[src/rtl/dec_seq_ctrl.sv]
`default_nettype none
// ============================================================================
// Module : dec_seq_ctrl
// Debounced switch/button front end that drives the 2-to-3 LED decoder
// select in manual, auto-scan or pause mode.
// Rev    : 1.0
// ============================================================================
module dec_seq_ctrl #(
   parameter int DIV       = 12_500_000,
   parameter int DB_CYCLES = 16
) (
   input  logic       clk,
   input  logic       rst,
   input  logic [1:0] switch,
   input  logic       btn,
   output logic [1:0] sel,
   output logic [2:0] led,
   output logic [1:0] mode,
   output logic       tick
);
   localparam int C_PW = (DIV > 1) ? $clog2(DIV) : 1;
   localparam int C_DW = (DB_CYCLES > 1) ? $clog2(DB_CYCLES) : 1;
   localparam logic [C_PW-1:0] C_PRE_LAST = C_PW'(DIV - 1);
   localparam logic [C_DW-1:0] C_DB_LAST  = C_DW'(DB_CYCLES - 1);

   typedef enum logic [1:0] {
      ST_MANUAL = 2'b00,
      ST_AUTO   = 2'b01,
      ST_PAUSE  = 2'b10
   } state_t;

   logic [1:0]      sw_s1_q, sw_s1_d, sw_s2_q, sw_s2_d, sw_db_q, sw_db_d;
   logic [C_DW-1:0] sw_cnt_q, sw_cnt_d;
   logic            btn_s1_q, btn_s1_d, btn_s2_q, btn_s2_d, btn_db_q, btn_db_d;
   logic [C_DW-1:0] btn_cnt_q, btn_cnt_d;
   logic            btn_prev_q, btn_prev_d;
   state_t          state_q, state_d;
   logic [1:0]      sel_q, sel_d;
   logic            tick_q, tick_d;
   logic [C_PW-1:0] pre_q, pre_d;
   logic            press;

   // Synchronisers and debounce filters; a filter accepts the synced value
   // only after it has differed from the accepted value for DB_CYCLES edges.
   always_comb begin
      sw_s1_d  = switch;
      sw_s2_d  = sw_s1_q;
      sw_db_d  = sw_db_q;
      sw_cnt_d = '0;
      if (sw_s2_q != sw_db_q) begin
         if (sw_cnt_q == C_DB_LAST) sw_db_d  = sw_s2_q;
         else                       sw_cnt_d = sw_cnt_q + 1'b1;
      end

      btn_s1_d  = btn;
      btn_s2_d  = btn_s1_q;
      btn_db_d  = btn_db_q;
      btn_cnt_d = '0;
      if (btn_s2_q != btn_db_q) begin
         if (btn_cnt_q == C_DB_LAST) btn_db_d  = btn_s2_q;
         else                        btn_cnt_d = btn_cnt_q + 1'b1;
      end
      btn_prev_d = btn_db_q;
   end

   assign press = btn_db_q & ~btn_prev_q;

   always_comb begin
      state_d = state_q;
      sel_d   = sel_q;
      tick_d  = 1'b0;
      pre_d   = pre_q;
      case (state_q)
         ST_MANUAL: begin
            sel_d = sw_db_q;
            if (press) begin
               state_d = ST_AUTO;
               pre_d   = '0;
            end
         end
         ST_AUTO: begin
            // A press on the step cycle suppresses the step.
            if (press) begin
               state_d = ST_PAUSE;
            end else if (pre_q == C_PRE_LAST) begin
               pre_d  = '0;
               sel_d  = sel_q + 2'd1;
               tick_d = 1'b1;
            end else begin
               pre_d = pre_q + 1'b1;
            end
         end
         ST_PAUSE: begin
            if (press) state_d = ST_MANUAL;
         end
         default: state_d = ST_MANUAL;
      endcase
   end

   always_ff @(posedge clk) begin
      if (rst) begin
         sw_s1_q    <= '0;
         sw_s2_q    <= '0;
         sw_db_q    <= '0;
         sw_cnt_q   <= '0;
         btn_s1_q   <= 1'b0;
         btn_s2_q   <= 1'b0;
         btn_db_q   <= 1'b0;
         btn_cnt_q  <= '0;
         btn_prev_q <= 1'b0;
         state_q    <= ST_MANUAL;
         sel_q      <= '0;
         tick_q     <= 1'b0;
         pre_q      <= '0;
      end else begin
         sw_s1_q    <= sw_s1_d;
         sw_s2_q    <= sw_s2_d;
         sw_db_q    <= sw_db_d;
         sw_cnt_q   <= sw_cnt_d;
         btn_s1_q   <= btn_s1_d;
         btn_s2_q   <= btn_s2_d;
         btn_db_q   <= btn_db_d;
         btn_cnt_q  <= btn_cnt_d;
         btn_prev_q <= btn_prev_d;
         state_q    <= state_d;
         sel_q      <= sel_d;
         tick_q     <= tick_d;
         pre_q      <= pre_d;
      end
   end

   always_comb begin
      led = 3'b000;
      case (sel_q)
         2'b01:   led = 3'b001;
         2'b10:   led = 3'b010;
         2'b11:   led = 3'b100;
         default: led = 3'b000;
      endcase
   end

   assign sel  = sel_q;
   assign mode = state_q;
   assign tick = tick_q;

endmodule
`default_nettype wire

[config.mk]
export PLATFORM = sky130hd
export DESIGN_NAME = dec_seq_ctrl
export DESIGN_NICKNAME = d
export VERILOG_FILES = /design/src/rtl/dec_seq_ctrl.sv
export SDC_FILE = /design/constraint.sdc
export NUM_CORES = 1
export LEC_CHECK = 0
export CORE_AREA = 2 2 69 71
export DETAILED_ROUTE_END_ITERATION = 8
export DIE_AREA = 0 0 71 73
export PLACE_DENSITY = 0.73
export REMOVE_ABC_BUFFERS = 1
export SYNTH_ARGS = -nofsm -noshare
export SYNTH_HDL_FRONTEND = slang
export SYNTH_SLANG_ARGS = --single-unit
[constraint.sdc]
create_clock -name clk -period 2.9 [get_ports clk]
set_input_delay 0.58 -clock clk [delete_from_list [all_inputs] [get_ports clk]]
set_output_delay 0.58 -clock clk [all_outputs]
set_load 0.02 [all_outputs]
==> impl_metrics.py <==
metrics = {
    "worst_setup_path": {
        "crit_path_end_kind": "flip-flop",
        "start_kind": "flip-flop",
        "arrival_ns": 2.35,
        "required_ns": 3.04,
        "critPathMaxFanout": 14,
        "critPathKind": "flip-flop to flip-flop",
    },
    "die": {
        "floorplan.initialDensity_pct": 52.2,
        "io_pins": 13,
        "core-area_um2": 4540,
        "row_count": 25,
        "die_w_um": 71,
        "die_y_um": 73,
        "dieArea_um2": 5180,
    },
    "placement": {
        "gp_congestion": 0.853,
        "dpl.hpwl_mm": 3.48,
        "portBuffers": 12,
    },
    "global_routing": {
        "grt_pass1_wl_mm": 8.56,
        "grt_util_met1_pct": 26.3,
        "grt_max_degree": 22,
        "busiest_layer": "met2",
        "first_global_vias": 1885,
        "met3_usage_pct": 4.42,
        "grt_util_met2_pct": 34.6,
        "antenna_found_initial": 0,
        "gr-total-overflow": 0,
        "grt.total_usage_pct": 20.5,
    },
    "layout": {
        "drive_above_1_share_pct": 8.74,
        "syn2layout_area_growth_pct": 11.0,
        "postLayoutCoreUtil_pct": 58.0,
        "diodes": 0,
        "final_nets": 296,
        "fillers": 433,
    },
    "logic_synthesis": {
        "async_reset_ff_share_pct": 0,
        "synth_edf_count": 0,
        "seq_area_frac_synth_pct": 39.7,
        "synth_seq_cells": 47,
        "yosysWarnings": 0,
        "ys_types": 56,
        "synth_flop_cell": "dfxtp_1",
        "netlist_instances": 274,
        "synth_area_um2": 2370,
        "syn_avg_cell_area_um2": 8.64,
    },
    "timing": {
        "setup_viol": 0,
        "slew_violations": 0,
        "min_period_ns": 2.21,
        "hold_violations": 0,
        "worst_slew_pin_slew_ns": 0.749,
        "worst_slew_margin_rel_pct": 49.8,
        "fin_skew_ns": 0.00522,
        "fmax_mhz": 453,
        "tns_ns": 0,
        "rsz0062_at_grt": "no",
        "min_period_over_period_pct": 76.1,
    },
    "cts": {
        "cts_sinks": 47,
        "worst_skew_pair.late_latency_ns": 0.31,
        "ctsLongestPathBuffers": 2,
        "hold_buffers": 0,
        "cts_resized": 0,
        "cts.clk_slew.worst_paths_ns": 0.09,
        "h-tree-depth": 2,
        "cts_root_buf": "clkbuf_8",
        "cts_setup_buffers": 0,
        "cts_tree": "built",
        "cts_buffers": 5,
    },
    "routing": {
        "drtPass1Iterations": 4,
        "wl_mm": 4.98,
        "drt_iter0_markers": 119,
        "drt-wirelength-per-cell_um": 14.7,
        "dr_total_vias": 2022,
        "route.detailed.drc": 0,
        "ant_nets": 0,
        "routed_via_density": 5.95,
    },
    "min_path": {
        "hp-class": "flip-flop to flip-flop",
    },
    "pwr": {
        "p_leak_nw": 0.930,
        "ir_drop_uv": 299,
        "power_density_nw_per_um2": 447,
    },
    "run": {
        "drv_cap": 0,
    },
    "run_status": {
        "status": "complete, no violations",
    },
}
cells by family (layout without fill, tap and decap cells):
family	after synthesis	in the layout	synth area share [%]
muxes	8	8	3.38
DFF	47	47	39.7
xor gates and xnor gates	8	8	2.96
adders and majority gates	6	6	3.17
AOI/OAI and AO/OA	59	59	16.5
and+or+nand+nor	125	125	29.9
buffers and inverters	21	33	4.33
per-stage QoR:
step	worst slack [ns]	std cells	power [mW]	hold WS (ns)	cell area [um^2]
after floorplan	0.912	263	0.679	0.414	2300
after global routing	0.546	340	1.21	0.465	2630
after global placement	0.608	332	0.697	0.422	2510
after detailed placement	0.608	332	0.697	0.429	2510
after CTS	0.708	340	1.19	0.452	2630
final	0.693	340	1.18	0.447	2630
cell usage after synthesis (8+ instances only):
| master | n | area (um^2) |
|---|---|---|
| nand2_1 | 18 | 67.6 |
| dfxtp_1 | 47 | 941 |
| nor2b_1 | 9 | 56.3 |
| a31oi_1 | 9 | 56.3 |
| nand4_1 | 9 | 56.3 |
| nand3_1 | 19 | 95.1 |
| nor2_1 | 27 | 101 |
| a21oi_1 | 22 | 110 |
| inv_1 | 10 | 37.5 |
| mux2i_1 | 8 | 80.1 |
metal layers:
metal / part of all wire, % / vias to the layer above
met5: 0 / -
met4: 1.1 / 0
met3: 5.0 / 6
met2: 45 / 50
met1: 49 / 935
li1: - / 1031
path summary, 6_finish.rpt:
check / start / endpoint / slack [ns] / cells after the start
max: pre_q[0] / pre_q[19] / 0.69 / 6
min: sw_s1_q[1] / sw_s2_q[1] / 0.45 / 1
max reg2reg: pre_q[0] / pre_q[19] / 0.69 / 6
min reg2reg: sw_s1_q[1] / sw_s2_q[1] / 0.45 / 1
placed cells by master (no fill, tap or decap), types with 2 or more instances in the layout:
master,count
inv_1,10
nor2b_1,9
nand2_1,18
a211oi_1,3
nand3_1,19
and3_1,6
o21ai_1,2
clkdlybuf4s50_1,12
a31oi_1,9
or3_1,6
nand4_1,9
ha_1,6
a21oi_1,22
o311ai_0,2
mux2i_1,8
and2_1,2
xnor2_1,3
nor3_1,6
nor4_4,2
dfxtp_1,47
nor2_1,27
o21ai_0,2
a22oi_1,3
buf_4,3
and3_2,3
clkbuf_8,5
a21oi_2,2
nor4_1,3
nand3b_1,4
xor2_1,5
flip-flops by register name (all words and copies together), names as in the netlist:
name and cells:
pre_q 24, btn_cnt_q 4, sw_cnt_q 4, mode 2
sel 2, sw_db_q 2, sw_s1_q 2, sw_s2_q 2
btn_db_q 1, btn_prev_q 1, btn_s1_q 1, btn_s2_q 1
tick 1
power by group:
group,switching [mW],internal (mW)
logic,0.0173,0.0126
clock network,0.233,0.261
registers,0.00238,0.650
worst max-delay path: stages, from the launching register on:
cell and delay (ns):
dfxtp_1 0.41, ha_1 0.23, nand4_1 0.36, nor3_4 0.39
a21oi_2 0.25, o2111ai_1 0.19, o311ai_0 0.22
cell type report:
class                   count  area [um^2]  area share (%)
multi-input cells         206         1330            50.4
flip-flops and latches     47          941            35.8
repair buffers             15          143            5.42
clock buffers               5         68.8            2.62
well taps                  54         67.6            2.57
clock inverters             3         47.5            1.81
inverters                  10         37.5            1.43
Note: power is estimated with default switching activity, not from simulation.
